$ cat src/rtl/vector_list_writer.sv
// vector_list_writer: packs point/draw commands into {type,x,y} vector words and
// writes them into one half of a double-buffered vector RAM. On frame close it
// appends an END word, then waits for the display's frame-end pulse to swap banks.
// Optional build macro: VECTOR_WRITER_DEDUP_EN drops a command identical to the
// last word written in the current frame.
module vector_list_writer #(
   parameter int ADDRESSWIDTH = 8,
   parameter int DATAWIDTH    = 18
) (
   input  logic                    clk,
   input  logic                    rst,
   input  logic                    in_valid,
   output logic                    in_ready,
   input  logic [7:0]              in_x,
   input  logic [7:0]              in_y,
   input  logic                    in_draw,
   input  logic                    frame_done,
   input  logic                    disp_frame_end,
   output logic                    wr_en,
   output logic                    wr_bank,
   output logic [ADDRESSWIDTH-1:0] wr_addr,
   output logic [DATAWIDTH-1:0]    wr_data,
   output logic                    disp_bank,
   output logic                    overflow
);

   typedef enum logic [1:0] {FILL, TERM, WAIT_SWAP} state_t;

   localparam logic [1:0] TYPE_MOVE = 2'b00;
   localparam logic [1:0] TYPE_DRAW = 2'b01;
   localparam logic [1:0] TYPE_END  = 2'b10;
   // Last slot of a bank is kept free so the END word always fits.
   localparam logic [ADDRESSWIDTH-1:0] PTR_LAST = '1;

   state_t                  state_q, state_d;
   logic [ADDRESSWIDTH-1:0] ptr_q, ptr_d;
   logic                    wr_bank_q, wr_bank_d;
   logic                    overflow_q, overflow_d;
   logic                    in_ready_q, in_ready_d;
   logic                    wr_en_q, wr_en_d;
   logic [ADDRESSWIDTH-1:0] wr_addr_q, wr_addr_d;
   logic [DATAWIDTH-1:0]    wr_data_q, wr_data_d;

   logic [DATAWIDTH-1:0]    cmd_word;
   logic [DATAWIDTH-1:0]    end_word;
   logic                    accept;
   logic                    is_dup;

   assign cmd_word = DATAWIDTH'({(in_draw ? TYPE_DRAW : TYPE_MOVE), in_x, in_y});
   assign end_word = DATAWIDTH'({TYPE_END, 16'h0000});
   // in_ready_q is only ever high in FILL; the state term keeps the intent explicit.
   assign accept   = in_valid && in_ready_q && (state_q == FILL);

`ifdef VECTOR_WRITER_DEDUP_EN
   logic [DATAWIDTH-1:0] last_q, last_d;
   logic                 last_valid_q, last_valid_d;

   assign is_dup = last_valid_q && (cmd_word == last_q);

   // Last-word register used to suppress repeated identical commands.
   always_ff @(posedge clk or posedge rst) begin
      if (rst) begin
         last_q       <= '0;
         last_valid_q <= 1'b0;
      end else begin
         last_q       <= last_d;
         last_valid_q <= last_valid_d;
      end
   end
`else
   assign is_dup = 1'b0;
`endif

   // Next-state and next-output computation for the fill / terminate / swap sequence.
   always_comb begin
      state_d    = state_q;
      ptr_d      = ptr_q;
      wr_bank_d  = wr_bank_q;
      overflow_d = overflow_q;
      wr_en_d    = 1'b0;
      wr_addr_d  = wr_addr_q;
      wr_data_d  = wr_data_q;
`ifdef VECTOR_WRITER_DEDUP_EN
      last_d       = last_q;
      last_valid_d = last_valid_q;
`endif
      case (state_q)
         FILL: begin
            if (accept && !is_dup) begin
               if (ptr_q == PTR_LAST) begin
                  // Bank full: drop silently without stalling the producer.
                  overflow_d = 1'b1;
               end else begin
                  wr_en_d   = 1'b1;
                  wr_addr_d = ptr_q;
                  wr_data_d = cmd_word;
                  ptr_d     = ptr_q + ADDRESSWIDTH'(1);
`ifdef VECTOR_WRITER_DEDUP_EN
                  last_d       = cmd_word;
                  last_valid_d = 1'b1;
`endif
               end
            end
            // A command in the same cycle is written first; END follows at ptr+1.
            if (frame_done) begin
               state_d = TERM;
            end
         end
         TERM: begin
            wr_en_d   = 1'b1;
            wr_addr_d = ptr_q;
            wr_data_d = end_word;
            state_d   = WAIT_SWAP;
         end
         WAIT_SWAP: begin
            if (disp_frame_end) begin
               wr_bank_d  = ~wr_bank_q;
               ptr_d      = '0;
               overflow_d = 1'b0;
               state_d    = FILL;
`ifdef VECTOR_WRITER_DEDUP_EN
               last_d       = '0;
               last_valid_d = 1'b0;
`endif
            end
         end
         default: begin
            state_d = FILL;
         end
      endcase
      in_ready_d = (state_d == FILL);
   end

   // State register with registered outputs; reset returns to an empty frame in bank 0.
   always_ff @(posedge clk or posedge rst) begin
      if (rst) begin
         state_q    <= FILL;
         ptr_q      <= '0;
         wr_bank_q  <= 1'b0;
         overflow_q <= 1'b0;
         in_ready_q <= 1'b0;
         wr_en_q    <= 1'b0;
         wr_addr_q  <= '0;
         wr_data_q  <= '0;
      end else begin
         state_q    <= state_d;
         ptr_q      <= ptr_d;
         wr_bank_q  <= wr_bank_d;
         overflow_q <= overflow_d;
         in_ready_q <= in_ready_d;
         wr_en_q    <= wr_en_d;
         wr_addr_q  <= wr_addr_d;
         wr_data_q  <= wr_data_d;
      end
   end

   assign in_ready  = in_ready_q;
   assign wr_en     = wr_en_q;
   assign wr_bank   = wr_bank_q;
   assign wr_addr   = wr_addr_q;
   assign wr_data   = wr_data_q;
   assign disp_bank = ~wr_bank_q;
   assign overflow  = overflow_q;

endmodule
$ cat config.mk
export PLATFORM = sky130hd
export DESIGN_NAME = vector_list_writer
export DESIGN_NICKNAME = d
export VERILOG_FILES = /design/src/rtl/vector_list_writer.sv
export SDC_FILE = /design/constraint.sdc
export NUM_CORES = 1
export LEC_CHECK = 0
export CORE_ASPECT_RATIO = 0.9
export CORE_MARGIN = 3
export CORE_UTILIZATION = 50
export DETAILED_ROUTE_END_ITERATION = 16
export GPL_ROUTABILITY_DRIVEN = 0
export MAX_ROUTING_LAYER = met4
export PLACE_DENSITY = 0.85
export SYNTH_ARGS = -nofsm -noshare
export SYNTH_HDL_FRONTEND = slang
export SYNTH_SLANG_ARGS = --single-unit
$ cat constraint.sdc
create_clock -name clk -period 3.5 [get_ports clk]
set_input_delay 0.7 -clock clk [delete_from_list [all_inputs] [get_ports clk]]
set_output_delay 0.7 -clock clk [all_outputs]
set_load 0.05 [all_outputs]
==> results.json, run 1 <==
{
  "clock-root-buffer": "clkbuf_8",
  "cts-htree-levels": 2,
  "finClkSkew_ps": 5.07,
  "max_clock_freq_mhz": 443,
  "dp_cells": 252,
  "clkSinkCount": 40,
  "synthDistinctLibCells": 35,
  "fp.dieW_um": 68.2,
  "drive_above_1_share": 0.0963,
  "diodes": 0,
  "final-instance-count-excl-fill": 260,
  "core_area_sq_um": 3190,
  "post_cts_resize_count": 0,
  "final_common_cell": "clkdlybuf4s50_1",
  "clk_pin_slew_ps": 80,
  "slew_headroom": 0.381,
  "crit_buf_inv": 2,
  "avgRoutedWirePerCell_um": 16.7,
  "vias": 1463,
  "fin_area_sq_um": 2400,
  "cts_setup_buffers": 0,
  "numCtsBuffers": 5,
  "critical_path_class": "reg2out",
  "worstPathArrival_ps": 1560,
  "syn-cell-area_sq_um": 1740,
  "maxCapViolCount": 0,
  "antenna_found_initial": 0,
  "clk_latency_ps": 290,
  "yosys_register_bits": 40,
  "pre_cts_ws_ps": 975,
  "clock_path_buffers": 2,
  "crit_fanout": 2,
  "worstMarginPinSlew_ps": 927,
  "drc": 0,
  "end_kind": "primary output",
  "firstDrtPassIters": 4,
  "status": "completed",
  "drt_iter0_drc": 157,
  "overflow": 0,
  "yosys_warnings": 0,
  "hold_path.class": "reg2reg",
  "totalWireLength_um": 4350,
  "syn2layout_area_growth_pct": 37.7,
  "portBuffers": 52,
  "syn_avg_cell_area_sq_um": 10.7,
  "synth_edf_count": 0,
  "fin_util": 0.753,
  "setup_viol": 0,
  "peakVddDrop_mv": 0.665,
  "syn-num-nets": 186,
  "fill_cells": 221,
  "synth-async-reset-ratio": 1.00,
  "worstPathCellList": "inv_1 -> clkdlybuf4s50_1",
  "io_pins": 53,
  "grt_pass1_wl_um": 6890,
  "post-route-period-util": 0.645,
  "final_cell_mix": "clkdlybuf4s50_1, dfrtp_1, nand2_1",
  "antenna_left": 0,
  "worstPathRequired_ps": 2800,
  "hold_buffers": 0,
  "grtUsageTotal": 0.236,
  "grt_max_degree": 41,
  "num-nets-final": 240,
  "vias_per_cell": 5.63,
  "syn_inst": 163,
  "cts_tree": "built",
  "cp_slowest_stage_delay_ps": 800,
  "crit_family": "buffers and inverters",
  "start_util": 0.547,
  "finalSetupTns_ps": 0,
  "synth_top_flop_cell": "dfrtp_1",
  "power_density_nw_per_um2": 1060,
  "grt_pass1_vias": 1415,
  "dieArea_sq_um": 4230,
  "placed_area_sq_um": 2290,
  "die_h_um": 62.0,
  "hold_violations": 0,
  "p_leak_uw": 0.00105,
  "setup_ws_ps": 1240,
  "drv_slew": 0,
  "ys_seq_area_frac": 0.575,
  "hpwl_um": 3170,
  "row_count": 19,
  "start_kind": "register",
  "timing.reg2reg.setup_slack_ps": 1330,
  "rsz0062_at_grt": "no",
  "slowest_stage": "clkdlybuf4s50_1",
  "fin_crit_ps": 2260
}
==> registers in the layout (all words and copies together) (netlist names) <==
name	flops
wr_en	1
wr_data	18
state_q	2
wr_addr	8
in_ready	1
ptr_q	8
overflow	1
wr_bank	1
==> worst min-delay path: stages (launching register included) <==
cell	delay (ps)
dfrtp_1	350
nand2_1	50
nand2_1	50
==> logic make-up (layout without fill, tap and decap cells) <==
logic type      after synthesis  in the layout  synth area share
fa+ha+maj                     1              1           0.00718
compound gates               45             45             0.163
simple gates                 56             56             0.156
buf+inv                      12             67            0.0323
xor+xnor                      1              1           0.00503
flops                        40             40             0.575
mux                           8              8            0.0618
==> routing by layer <==
layer / up-vias / part of all wire / track usage
met5: - / 0 / -
met4: 0 / 0.020 / 0.108
met3: 11 / 0.078 / 0.0540
met2: 78 / 0.51 / 0.376
met1: 702 / 0.39 / 0.288
li1: 672 / - / -
==> cell usage after synthesis (all sizes together) (2+ instances only) <==
cell,count,area share
nand3,4,0.011
buf,5,0.016
dfrtp,40,0.57
a21oi,17,0.057
a21o,2,0.0086
a22o,4,0.020
nor3,3,0.0086
mux2,7,0.056
a31oi,5,0.018
a22oi,4,0.017
o21ai,10,0.029
nor2,8,0.027
nand2,32,0.069
nand2b,3,0.011
inv,6,0.014
==> area by class of cell <==
type,count,area [sq um],share of cell area
Timing Repair Buffer,53,528,0.220
Inverter,6,25.0,0.0104
Multi-Input combinational cell,111,684,0.285
Sequential cell,40,1000,0.417
Tap cell,42,52.6,0.0219
Clock inverter,2,35.0,0.0146
Clock buffer,6,72.6,0.0303
==> worst paths after layout <==
| kind | start | endpoint | cells past startpoint |
|---|---|---|---|
| setup reg to reg | state_q[0]$_DFF_PP0_ | wr_addr[2]$_DFFE_PP0P_ | 4 |
| hold / removal | wr_data[17]$_DFFE_PP0P_ | wr_data[17]$_DFFE_PP0P_ | 2 |
| max in group asynchronous | rst | wr_data[1]$_DFFE_PP0P_ | 3 |
| hold reg to reg | wr_data[17]$_DFFE_PP0P_ | wr_data[17]$_DFFE_PP0P_ | 2 |
| setup / recovery | wr_bank$_DFFE_PP0P_ | disp_bank | 2 |
| min in group asynchronous | rst | wr_data[12]$_DFFE_PP0P_ | 3 |
==> power breakdown <==
part           leakage, uW  switching [uW]  internal, uW  total [uW]
sequential        0.000514             166           645         810
clock            0.0000552             158           212         369
combinational     0.000485             881           478        1360
==> through the flow <==
stage / power [uW] / hold slack (ps)
2_1_floorplan: 1730 / 487
3_3_place_gp: 2120 / 478
3_5_place_dp: 2170 / 468
4_1_cts: 2550 / 483
5_1_grt: 2670 / 516
6_report: 2540 / 486
No activity file was read; power rests on OpenSTA's default activity.
==> run 2, diff against run 1 <==
Settings changed: CORE_UTILIZATION 50 to 42, PLACE_DENSITY 0.85 to 0.76.
Clock period 3.5 ns to 1.96 ns, I/O delays scaled along.
==> results.json, run 2 (same netlist as run 1, synthesis figures left out) <==
{
  "num-nets-final": 249,
  "firstDrtPassIters": 4,
  "maxCapViolCount": 0,
  "power_density_nw_per_um2": 1820,
  "end_kind": "primary output",
  "grt_pass1_vias": 1360,
  "finalSetupTns_ps": 0,
  "grtUsageTotal": 0.174,
  "worstPathCellList": "clkdlybuf4s50_1",
  "p_leak_uw": 0.00111,
  "cts_tree": "built",
  "syn2layout_area_growth_pct": 40.7,
  "cts-htree-levels": 2,
  "worstMarginPinSlew_ps": 516,
  "antenna_found_initial": 0,
  "setup_viol": 0,
  "drt_iter0_drc": 84,
  "hold_violations": 0,
  "clkSinkCount": 40,
  "fill_cells": 332,
  "crit_start": "wr_data[3]$_DFFE_PP0P_",
  "fp.dieW_um": 73.9,
  "rsz0062_at_grt": "no",
  "hp-start": "wr_data[17]$_DFFE_PP0P_",
  "slowest_stage": "clkdlybuf4s50_1",
  "finClkSkew_ps": 7.51,
  "crit_family": "buffers and inverters",
  "grt_pass1_wl_um": 6400,
  "portBuffers": 52,
  "io_pins": 53,
  "drive_above_1_share": 0.150,
  "worstPathArrival_ps": 1480,
  "clk_latency_ps": 290,
  "clock_path_buffers": 2,
  "hold_path.class": "reg2reg",
  "r2r-start": "ptr_q[0]$_DFFE_PP0P_",
  "status": "completed",
  "post-route-period-util": 0.955,
  "crit_fanout": 3,
  "vias": 1420,
  "core_area_sq_um": 3860,
  "drv_slew": 0,
  "numCtsBuffers": 5,
  "r2r-end": "wr_addr[2]$_DFFE_PP0P_",
  "largest_register_ff_count": 18,
  "seq_area_sq_um": 1000,
  "cts_setup_buffers": 0,
  "avgRoutedWirePerCell_um": 14.2,
  "vias_per_cell": 5.20,
  "drc": 0,
  "fin_util": 0.635,
  "die_h_um": 67.1,
  "diodes": 0,
  "rr_worst_depth": 6,
  "cp_slowest_stage_delay_ps": 820,
  "hpwl_um": 2780,
  "fin_crit_ps": 1870,
  "start_util": 0.451,
  "antenna_left": 0,
  "multi_input_area_sq_um": 684,
  "clock-root-buffer": "clkbuf_8",
  "worstPathRequired_ps": 1570,
  "final_cell_mix": "clkdlybuf4s50_1, dfrtp_1, nand2_1",
  "row_count": 21,
  "cp.depth": 1,
  "start_kind": "register",
  "dieArea_sq_um": 4960,
  "max_clock_freq_mhz": 534,
  "totalWireLength_um": 3870,
  "slew_headroom": 0.655,
  "final_common_cell": "clkdlybuf4s50_1",
  "grt_max_degree": 41,
  "crit_buf_inv": 1,
  "timing.reg2reg.setup_slack_ps": 130,
  "clk_pin_slew_ps": 80,
  "critical_path_class": "reg2out",
  "peakVddDrop_mv": 1.13,
  "endpoint": "wr_data[3]",
  "overflow": 0
}
-- run 2: cell count changes in the layout (fill, tap and decap cells not counted), sizes merged --
cell,delta
buf,+12
clkdlybuf4s50,-4
bufinv,-1
clkinv,+1
dlymetal6s2s,+1
-- run 2: power breakdown --
part / leakage [uW] / total [uW] / internal [uW] / switching (uW)
clock: 0.0000510 / 548 / 280 / 267
combinational: 0.000541 / 2530 / 927 / 1600
sequential: 0.000514 / 1390 / 1150 / 238
total: 0.00111 / 4470 / 2360 / 2110
-- run 2: layout make-up --
cell class	instances	area share
timing repair buffer	62	0.241
sequential	40	0.408
multi-input combinational	111	0.279
tap	46	0.0235
clock inverter	2	0.00408
inverter	6	0.0102
clock buffer	6	0.0337
-- run 2: through the flow --
stage	power, uW	std cells	area, sq um	hold WS [ps]	worst slack [ps]
final	4470	273	2450	485	88.2
after global routing	4730	273	2450	517	43.1
after CTS	4500	273	2450	489	68.6
after global placement	3900	265	2360	459	72.3
after floorplan	3090	163	1740	487	215
after detailed placement	3940	265	2360	468	39.8
-- run 2: how the worst min path moves through the flow --
stage          cells after the start                      end
6_report                           2  wr_data[17]$_DFFE_PP0P_
3_5_place_dp                       2  wr_data[17]$_DFFE_PP0P_
2_1_floorplan                      1     ptr_q[0]$_DFFE_PP0P_
5_1_grt                            2  wr_data[17]$_DFFE_PP0P_
3_3_place_gp                       2  wr_data[17]$_DFFE_PP0P_
4_1_cts                            2  wr_data[17]$_DFFE_PP0P_
-- run 2: what timing repair did --
| action | in CTS | in global routing |
|---|---|---|
| hold buffers | 0 | 0 |
| resized for setup | 0 | 1 |
| setup endpoints to repair | 0 | 1 |
-- run 2: metal layers --
| metal | global-route usage | share of wire |
|---|---|---|
| met3 | 0.0452 | 0.052 |
| met4 | 0.0611 | 0.013 |
| met1 | 0.233 | 0.48 |
| met5 | - | 0 |
| met2 | 0.254 | 0.45 |
==> run 3, diff against run 2 <==
--- a/config.mk
+++ b/config.mk
@@ -13,4 +13,6 @@
 export MAX_ROUTING_LAYER = met4
 export PLACE_DENSITY = 0.76
+export RECOVER_POWER = 50
+export SETUP_SLACK_MARGIN = 0.15
 export SYNTH_ARGS = -nofsm -noshare
 export SYNTH_HDL_FRONTEND = slang
==> constraint.sdc (replaced) <==
create_clock -name clk -period 1.96 [get_ports clk]
set_input_delay 0.49 -clock clk [delete_from_list [all_inputs] [get_ports clk]]
set_output_delay 0.49 -clock clk [all_outputs]
set_load 0.05 [all_outputs]
==> results.json, run 3 (same netlist as run 1, synthesis figures left out) <==
{
  "status": "completed",
  "grt_pass1_vias": 1289,
  "core_area_sq_um": 3860,
  "syn2layout_area_growth_pct": 35.2,
  "drive_above_1_share": 0.231,
  "largest_register_ff_count": 18,
  "end_kind": "register",
  "max_clock_freq_mhz": 575,
  "critical_path_class": "in2reg",
  "clk_latency_ps": 280,
  "grt_pass1_wl_um": 6110,
  "dieArea_sq_um": 4960,
  "rsz0062_at_grt": "no",
  "vias_per_cell": 5.12,
  "worstPathCellList": "clkdlybuf4s50_1 -> nand3b_1 -> a21oi_4 -> nor2_8 -> inv_4 -> mux2_4",
  "antenna_left": 0,
  "crit_buf_inv": 2,
  "overflow": 0,
  "drc": 0,
  "grtUsageTotal": 0.168,
  "slowest_stage": "clkdlybuf4s50_1",
  "clk_pin_slew_ps": 70,
  "fp.dieW_um": 73.9,
  "maxCapViolCount": 0,
  "fill_cells": 341,
  "hpwl_um": 2810,
  "drt_iter0_drc": 123,
  "clkSinkCount": 40,
  "hold_buffers": 0,
  "fin_hold_ws_ps": 489,
  "avgRoutedWirePerCell_um": 14.2,
  "worstPathArrival_ps": 1910,
  "hold_violations": 0,
  "antenna_found_initial": 0,
  "p_leak_uw": 0.00110,
  "crit_fanout": 6,
  "finClkSkew_ps": 2.80,
  "totalWireLength_um": 3920,
  "numCtsBuffers": 5,
  "peakVddDrop_mv": 1.07,
  "fin_crit_ps": 1740,
  "row_count": 21,
  "worstMarginPinSlew_ps": 959,
  "start_kind": "primary input",
  "num-nets-final": 251,
  "post-route-period-util": 0.888,
  "cp_slowest_stage_delay_ps": 500,
  "firstDrtPassIters": 4,
  "cts_tree": "built",
  "drv_slew": 0,
  "vias": 1407,
  "cts-htree-levels": 2,
  "portBuffers": 52,
  "power_density_nw_per_um2": 1850,
  "clock_path_buffers": 2,
  "setup_viol": 0,
  "crit_family": "buffers and inverters",
  "final_common_cell": "dfrtp_1",
  "slew_headroom": 0.360,
  "grt_max_degree": 41,
  "io_pins": 53,
  "diodes": 0,
  "die_h_um": 67.1,
  "finalSetupTns_ps": 0,
  "hold_path.class": "reg2reg",
  "worstPathRequired_ps": 2130,
  "final_cell_mix": "dfrtp_1, nand2_1, buf_4",
  "clock-root-buffer": "clkbuf_8",
  "start_util": 0.451
}
run 3: final timing paths:
path	startpoint	to	slack, ps	cells past startpoint
min	wr_data[17]$_DFFE_PP0P_	wr_data[17]$_DFFE_PP0P_	490	2
max in group asynchronous	rst	ptr_q[0]$_DFFE_PP0P_	430	3
max reg2reg	ptr_q[0]$_DFFE_PP0P_	wr_addr[4]$_DFFE_PP0P_	230	6
min in group asynchronous	rst	wr_bank$_DFFE_PP0P_	940	3
min reg2reg	wr_data[17]$_DFFE_PP0P_	wr_data[17]$_DFFE_PP0P_	490	2
max	in_valid	wr_addr[4]$_DFFE_PP0P_	220	6
run 3: tightest hold or removal path: stages, from the launching register on:
cell	delay (ps)
dfrtp_1	350
nand2_1	50
nand2_1	60
run 3: area by class of cell:
cell class              instances  area, sq um  share of cell area
clock inverters                 2         10.0             0.00425
well taps                      46         57.6              0.0244
clock buffers                   6         82.6              0.0351
multi-input cells             111          689               0.293
flip-flops and latches         40         1000               0.425
inverters                       6         25.0              0.0106
repair buffers                 64          489               0.208
run 3: what timing repair did:
| item | 4_1_cts | 5_1_grt |
|---|---|---|
| endpoints found under the setup margin | 3 | 2 |
| pin swaps | 1 | 1 |
| endpoints found under the hold margin | 0 | 0 |
| gates resized for setup | 2 | 1 |
| cloned | 0 | 0 |
| setup buffers | 0 | 1 |
run 3: through the flow:
step / std cells / total power, uW / setup slack [ps] / instance area [sq um] / util
2_1_floorplan: 163 / 3090 / 215 / 1740 / -
3_3_place_gp: 266 / 3830 / -13.3 / 2290 / 0.594
3_5_place_dp: 266 / 3890 / -55.8 / 2290 / 0.594
4_1_cts: 274 / 4450 / 209 / 2390 / 0.619
5_1_grt: 275 / 4590 / 161 / 2350 / 0.610
6_report: 275 / 4350 / 220 / 2350 / 0.610
run 3: metal layers:
metal	vias to the layer above	global-route usage	part of all wire
met2	38	0.257	0.47
met4	0	0.0656	0.0054
li1	697	-	-
met3	4	0.0452	0.054
met1	668	0.211	0.47
met5	-	-	0
run 3: where the power goes:
group / switching (uW) / internal [uW] / total (uW)
registers: 250 / 1150 / 1400
clock network: 271 / 281 / 552
logic: 1610 / 782 / 2390
total: 2130 / 2210 / 4350
